File: config.mk
export PLATFORM = sky130hd
export DESIGN_NAME = hs_ram_arbiter
export DESIGN_NICKNAME = d
export VERILOG_FILES = /design/src/rtl/hs_ram_arbiter.sv
export SDC_FILE = /design/constraint.sdc
export NUM_CORES = 1
export LEC_CHECK = 0
export BUFFER_PORTS_ARGS = -buffer_cell sky130_fd_sc_hd__buf_4
export CORE_MARGIN = 1.5
export CORE_UTILIZATION = 44
export CTS_BUF_LIST = sky130_fd_sc_hd__clkbuf_16
export DETAILED_ROUTE_END_ITERATION = 7
export MAX_ROUTING_LAYER = met4
export PLACE_DENSITY = 0.86
export SYNTH_ARGS = -nofsm -noshare
export SYNTH_HDL_FRONTEND = slang
export SYNTH_SLANG_ARGS = --single-unit
export TNS_END_PERCENT = 100
File: constraint.sdc
create_clock -name clk_49m -period 3.1 [get_ports clk_49m]
set_input_delay 0.465 -clock clk_49m [delete_from_list [all_inputs] [get_ports clk_49m]]
set_output_delay 0.465 -clock clk_49m [all_outputs]
set_load 0.01 [all_outputs]
File: src/rtl/hs_ram_arbiter.sv
// -----------------------------------------------------------------------------
// hs_ram_arbiter
//
// Shares the game's work-RAM port between the main CPU and the hiscore
// save/restore engine. When the engine signals intent, the arbiter asks the
// pause module to halt the CPU, waits for the acknowledge, lets the bus settle
// for SETTLE_CYCLES clocks and only then hands the RAM port to the engine.
// Dropping intent (or losing the acknowledge) releases the port and the pause.
//
// Ports:
//   clk_49m, reset        system clock, asynchronous active-high reset
//   cpu_addr/din/we       CPU side of the RAM port, cpu_dout = RAM read data
//   hs_addr/din/we        hiscore side of the RAM port
//   hs_intent_read/write  hiscore engine wants the RAM port
//   hs_dout               registered read data for the hiscore engine
//   hs_grant              hiscore engine currently owns the RAM port
//   pause_req/pause_ack   handshake with the pause module
//   ram_addr/din/we/dout  shared RAM port
//   blocked_wr            sticky: a CPU write was dropped during a grant
//   timeout_err           (HS_ARB_TIMEOUT_EN only) 1-cycle pulse when the
//                         pause acknowledge never arrived
//
// Optional build macro: HS_ARB_TIMEOUT_EN adds a bounded wait in REQ and the
// timeout_err output. Without it REQ waits indefinitely.
// -----------------------------------------------------------------------------
module hs_ram_arbiter #(
    parameter int ADDR_W         = 12,
    parameter int DATA_W         = 8,
    parameter int SETTLE_CYCLES  = 16,
    parameter int TIMEOUT_CYCLES = 65535
) (
    input  logic              clk_49m,
    input  logic              reset,
    input  logic [ADDR_W-1:0] cpu_addr,
    input  logic [DATA_W-1:0] cpu_din,
    input  logic              cpu_we,
    output logic [DATA_W-1:0] cpu_dout,
    input  logic [ADDR_W-1:0] hs_addr,
    input  logic [DATA_W-1:0] hs_din,
    input  logic              hs_we,
    input  logic              hs_intent_read,
    input  logic              hs_intent_write,
    output logic [DATA_W-1:0] hs_dout,
    output logic              hs_grant,
    output logic              pause_req,
    input  logic              pause_ack,
    output logic [ADDR_W-1:0] ram_addr,
    output logic [DATA_W-1:0] ram_din,
    output logic              ram_we,
    input  logic [DATA_W-1:0] ram_dout,
`ifdef HS_ARB_TIMEOUT_EN
    output logic              timeout_err,
`endif
    output logic              blocked_wr
);

    if (SETTLE_CYCLES < 1 || SETTLE_CYCLES > 255 ||
        TIMEOUT_CYCLES < 1 || TIMEOUT_CYCLES > 65535) begin : g_cfg_check
        $error("hs_ram_arbiter: SETTLE_CYCLES or TIMEOUT_CYCLES out of range");
    end

    typedef enum logic [2:0] {
        IDLE,
        REQ,
        SETTLE,
        GRANT,
        RELEASE
    } state_t;

    localparam logic [7:0] SETTLE_LOAD = 8'(SETTLE_CYCLES - 1);

    state_t            state_q, state_d;
    logic [7:0]        settle_q, settle_d;
    logic              grant_prev_q;
    logic [DATA_W-1:0] hs_dout_q;
    logic              blocked_q;
    logic              intent;

`ifdef HS_ARB_TIMEOUT_EN
    localparam logic [15:0] TMO_LAST = 16'(TIMEOUT_CYCLES - 1);
    logic [15:0] tmo_q, tmo_d;
    logic        tmo_err_q;
    logic        tmo_hit;
`endif

    assign intent = hs_intent_read | hs_intent_write;

    // Next-state logic. Losing pause_ack after it was granted is treated as a
    // protocol error and handled exactly like a dropped intent.
    always_comb begin
        state_d  = state_q;
        settle_d = settle_q;
`ifdef HS_ARB_TIMEOUT_EN
        tmo_d    = '0;
        tmo_hit  = 1'b0;
`endif
        case (state_q)
            IDLE: begin
                if (intent) state_d = REQ;
            end
            REQ: begin
                if (!intent) begin
                    state_d = RELEASE;
                end else if (pause_ack) begin
                    settle_d = SETTLE_LOAD;
                    state_d  = SETTLE;
                end
`ifdef HS_ARB_TIMEOUT_EN
                else if (tmo_q == TMO_LAST) begin
                    state_d = RELEASE;
                    tmo_hit = 1'b1;
                end else begin
                    tmo_d = tmo_q + 16'd1;
                end
`endif
            end
            SETTLE: begin
                if (!intent || !pause_ack) begin
                    state_d = RELEASE;
                end else if (settle_q == 8'd0) begin
                    state_d = GRANT;
                end else begin
                    settle_d = settle_q - 8'd1;
                end
            end
            GRANT: begin
                if (!intent || !pause_ack) state_d = RELEASE;
            end
            RELEASE: begin
                // Always wait for the CPU to resume before a new request.
                if (!pause_ack) state_d = IDLE;
            end
            default: state_d = IDLE;
        endcase
    end

    always_ff @(posedge clk_49m or posedge reset) begin
        if (reset) begin
            state_q      <= IDLE;
            settle_q     <= '0;
            grant_prev_q <= 1'b0;
            hs_dout_q    <= '0;
            blocked_q    <= 1'b0;
        end else begin
            state_q      <= state_d;
            settle_q     <= settle_d;
            grant_prev_q <= hs_grant;
            // RAM data is one cycle behind the address, so capture when the
            // address of the previous cycle came from the hiscore engine.
            if (grant_prev_q) hs_dout_q <= ram_dout;
            if (cpu_we && hs_grant) blocked_q <= 1'b1;
        end
    end

`ifdef HS_ARB_TIMEOUT_EN
    always_ff @(posedge clk_49m or posedge reset) begin
        if (reset) begin
            tmo_q     <= '0;
            tmo_err_q <= 1'b0;
        end else begin
            tmo_q     <= tmo_d;
            tmo_err_q <= tmo_hit;
        end
    end

    assign timeout_err = tmo_err_q;
`endif

    // Grant and pause are decoded from the state register, so an asynchronous
    // reset returns the mux to the CPU without waiting for a clock edge.
    assign hs_grant  = (state_q == GRANT);
    assign pause_req = (state_q == REQ) || (state_q == SETTLE) || (state_q == GRANT);

    assign ram_addr   = hs_grant ? hs_addr : cpu_addr;
    assign ram_din    = hs_grant ? hs_din  : cpu_din;
    assign ram_we     = hs_grant ? hs_we   : cpu_we;
    assign cpu_dout   = ram_dout;
    assign hs_dout    = hs_dout_q;
    assign blocked_wr = blocked_q;

endmodule

==> run_results.csv <==
group,metric,value,unit
outcome,outcome,"finished with violations",
outcome,violations,"design-rule violations",
power_and_ir_drop,pwr-share-comb,0.396,
cells_and_area,layout-drive-gt1-share,0.6570,
setup_path,end_kind,"output port",
clocking,ctsHoldBuffers,0,
grt,grt_antenna_before_repair,0,
grt,first_global_vias,1300,
setup_path,critical_path_arrival,1880,ps
setup_path,crit_type,"flop to output port",
die,die_y,57.85,µm
power_and_ir_drop,power-per-cell-area,604.6,nW/µm²
clocking,cts_tree,"done",
setup_path,crit_fanout,24,
cells_and_area,utilization,0.7342,
setup_path,cpPeakStageDelay,610,ps
power_and_ir_drop,p_leak,0.001023,µW
cells_and_area,n_fill_cell,206,
cells_and_area,n_antenna_cell,0,
timing,max_freq,426.8,MHz
setup_path,path_cells,"and3b_2, mux2_2, buf_4",
logic_synthesis,ys_types,36,
grt,track_usage,0.2463,
logic_synthesis,synthCells,122,
clocking,root_buffer,"clkbuf_16",
cells_and_area,syn2layout_area_growth,55.58,%
placement,port_buffers,94,
timing,final_max_slew_viol_count,0,
routing,drt_first_pass_iters,6,
clocking,post_cts_buffers,0,
placement,gp_congestion,0.8481,
routing,ant_nets,0,
die,die_w,57.85,µm
setup_path,cp-start-kind,"flop",
setup_path,ff2ff_setup_slack,1130,ps
setup_path,r2r-end,"settle_q[7]$_DFFE_PP0P_",
die,dieArea,3347,µm²
timing,max-slew-margin-rel,0.4740,
routing,drc,10,
clocking,clkTransAtPathRegs,60,ps
clocking,insertion_delay,260,ps
setup_path,reg2reg_from,"settle_q[0]$_DFFE_PP0P_",
setup_path,worstPathRequired,2630,ps
logic_synthesis,synth_area,1324,µm²
die,core_area,2805,µm²
grt,grt_pass1_wl,5.989,mm
clocking,numCtsBuffers,3,
setup_path,cp_slowest_cell,"and3b_2",
hold_path,hp-class,"input pin to async pin",
grt,overflow,0,
clocking,postCtsResizedCells,0,
timing,rsz0062_at_grt,"false",
clocking,cts_max_level,1,
power_and_ir_drop,ir_drop,0.2998,mV
flow_run,cap_violations,0,
logic_synthesis,syn_avg_cell_area,10.85,µm²
logic_synthesis,ys_seq_elements,21,
routing,viasPerCell,5.450,
clocking,clock_sinks,21,
grt,grt_start_max_net_pins,25,
routing,vias,1297,
power_and_ir_drop,seqPwrFrac,0.383,
timing,timing_hold_violations_final,0,
timing,period_needed,2343,ps
timing,tns,0,ps
timing,fin_skew,2.354,ps
die,io_pins,95,
die,rows,19,
routing,drt_iter0_drc,27,
power_and_ir_drop,clkPwrFrac,0.221,
logic_synthesis,synth_warnings,0,
power_and_ir_drop,p_switching,405.6,µW
power_and_ir_drop,switching_share,0.3258,
timing,finalCritPeriodShare,0.7559,
die,start_util,0.4719,
cells_and_area,fin_nets,265,
timing,setup_viol_count_final,0,
setup_path,reg2reg_depth,6,
routing,wl_per_cell,15.82,µm
logic_synthesis,syn_nets,179,
power_and_ir_drop,intPower,839.5,µW
routing,wl,3.765,mm
timing,worst_pin_slew,782.9,ps
placement,dpl.hpwl,3.105,mm
logic_synthesis,seq_area_frac_synth,0.3970,
clocking,cts_buffer_depth,2,
==> synth_stat cells <==
cell | instances | area [µm²]
a211o_1 | 2 | 17.52
a211o_2 | 1 | 10.01
a211oi_4 | 1 | 20.02
a21o_1 | 1 | 7.510
a21o_2 | 1 | 8.760
a21oi_1 | 5 | 25.02
a221oi_1 | 1 | 8.760
a22o_1 | 1 | 8.760
and3_2 | 2 | 15.01
and3b_2 | 1 | 10.01
buf_2 | 2 | 10.01
buf_4 | 8 | 60.06
buf_6 | 1 | 11.26
clkbuf_1 | 2 | 7.510
dfrtp_1 | 21 | 525.5
ha_1 | 2 | 25.02
inv_1 | 3 | 11.26
mux2_2 | 29 | 326.6
nand2_1 | 3 | 11.26
nand2b_1 | 1 | 6.260
nand3_1 | 1 | 5.000
nand3b_1 | 1 | 7.510
nor2_1 | 8 | 30.03
nor2_2 | 1 | 6.260
nor3_1 | 7 | 35.03
nor3b_1 | 1 | 7.510
nor4_1 | 1 | 6.260
nor4_2 | 1 | 12.51
nor4b_1 | 1 | 8.760
o21ai_0 | 6 | 30.03
o21ai_1 | 1 | 5.000
o311a_2 | 1 | 11.26
or3_1 | 1 | 6.260
or3b_1 | 1 | 8.760
xnor2_1 | 1 | 8.760
xor2_1 | 1 | 8.760
==> cell type report <==
type | count | area (µm²) | area share
Sequential cell | 21 | 525.5 | 0.2552
Clock inverter | 1 | 5.005 | 0.002430
Clock buffer | 3 | 75.07 | 0.03645
Tap cell | 31 | 38.79 | 0.01883
Inverter | 3 | 11.26 | 0.005468
Timing Repair Buffer | 94 | 705.7 | 0.3426
Multi-Input combinational cell | 85 | 698.2 | 0.3390
==> worst max path at each step <==
stage                      startpoint            to  slack (ps)  cells past startpoint
6_report       state_q[2]$_DFFE_PP0P_    ram_din[4]         760                      3
3_3_place_gp   state_q[2]$_DFFE_PP0P_        ram_we        1130                      3
3_5_place_dp   state_q[2]$_DFFE_PP0P_    ram_din[5]        1050                      3
2_1_floorplan  state_q[2]$_DFFE_PP0P_  ram_addr[10]        1180                      4
4_1_cts        state_q[2]$_DFFE_PP0P_    ram_din[5]         770                      3
5_1_grt        state_q[2]$_DFFE_PP0P_    ram_din[3]         680                      3
==> cell usage in the layout, fill, tap and decap left out, types with 2 or more instances in the layout <==
| master | count |
|---|---|
| clkbuf_16 | 3 |
| dfrtp_1 | 21 |
| ha_1 | 2 |
| a211o_1 | 2 |
| a21oi_1 | 5 |
| nor2_1 | 8 |
| mux2_2 | 29 |
| nand2_1 | 3 |
| buf_4 | 94 |
| o21ai_0 | 6 |
| and3_2 | 2 |
| inv_1 | 3 |
| nor3_1 | 7 |
==> registers in the layout, indices dropped and copies added (netlist names) <==
signal / flops
state_q: 3
blocked_wr: 1
settle_q: 8
grant_prev_q: 1
hs_dout: 8
==> critical path: cells and delay by family (launching register included) <==
family	cells	cell delay, ps
DFF	1	450
buffers and inverters	1	150
muxes	1	400
and+or+nand+nor	1	610
==> cell families after synthesis <==
logic type,Yosys count,share of synthesized area
xor gates and xnor gates,2,0.01323
buffers and inverters,16,0.07562
DFF,21,0.3970
and+or+nand+nor,31,0.1333
adders and majority gates,2,0.01890
muxes,29,0.2467
AOI/OAI and AO/OA,21,0.1153
==> per-stage QoR <==
| stage | area (µm²) | setup slack, ps | cells | power, µW | hold slack (ps) |
|---|---|---|---|---|---|
| 2_1_floorplan | 1324 | 1180 | 122 | 733.8 | 441.5 |
| 3_3_place_gp | 1979 | 1132 | 234 | 948.9 | 447.0 |
| 3_5_place_dp | 1979 | 1047 | 234 | 977.7 | 449.1 |
| 4_1_cts | 2059 | 765.6 | 238 | 1252 | 390.6 |
| 5_1_grt | 2059 | 680.6 | 238 | 1323 | 440.3 |
| 6_report | 2059 | 756.8 | 238 | 1245 | 361.3 |
==> power by group through the flow <==
| stage | registers, µW | clock network, µW | logic (µW) |
|---|---|---|---|
| floorplan | 488 | 0 | 246 |
| global placement | 471 | 0 | 478 |
| detailed placement | 482 | 0 | 496 |
| CTS | 477 | 278 | 497 |
| global route | 498 | 286 | 540 |
| finish | 477 | 276 | 493 |
==> metal layers <==
metal | part of all wire | global-route usage | wire length [µm]
met3 | 0.077 | 0.02679 | 289
met4 | 0.019 | 0.08970 | 71
met2 | 0.56 | 0.4610 | 2098
met1 | 0.35 | 0.2649 | 1306
met5 | 0 | - | 0
Power figures use the tool's default switching activity.
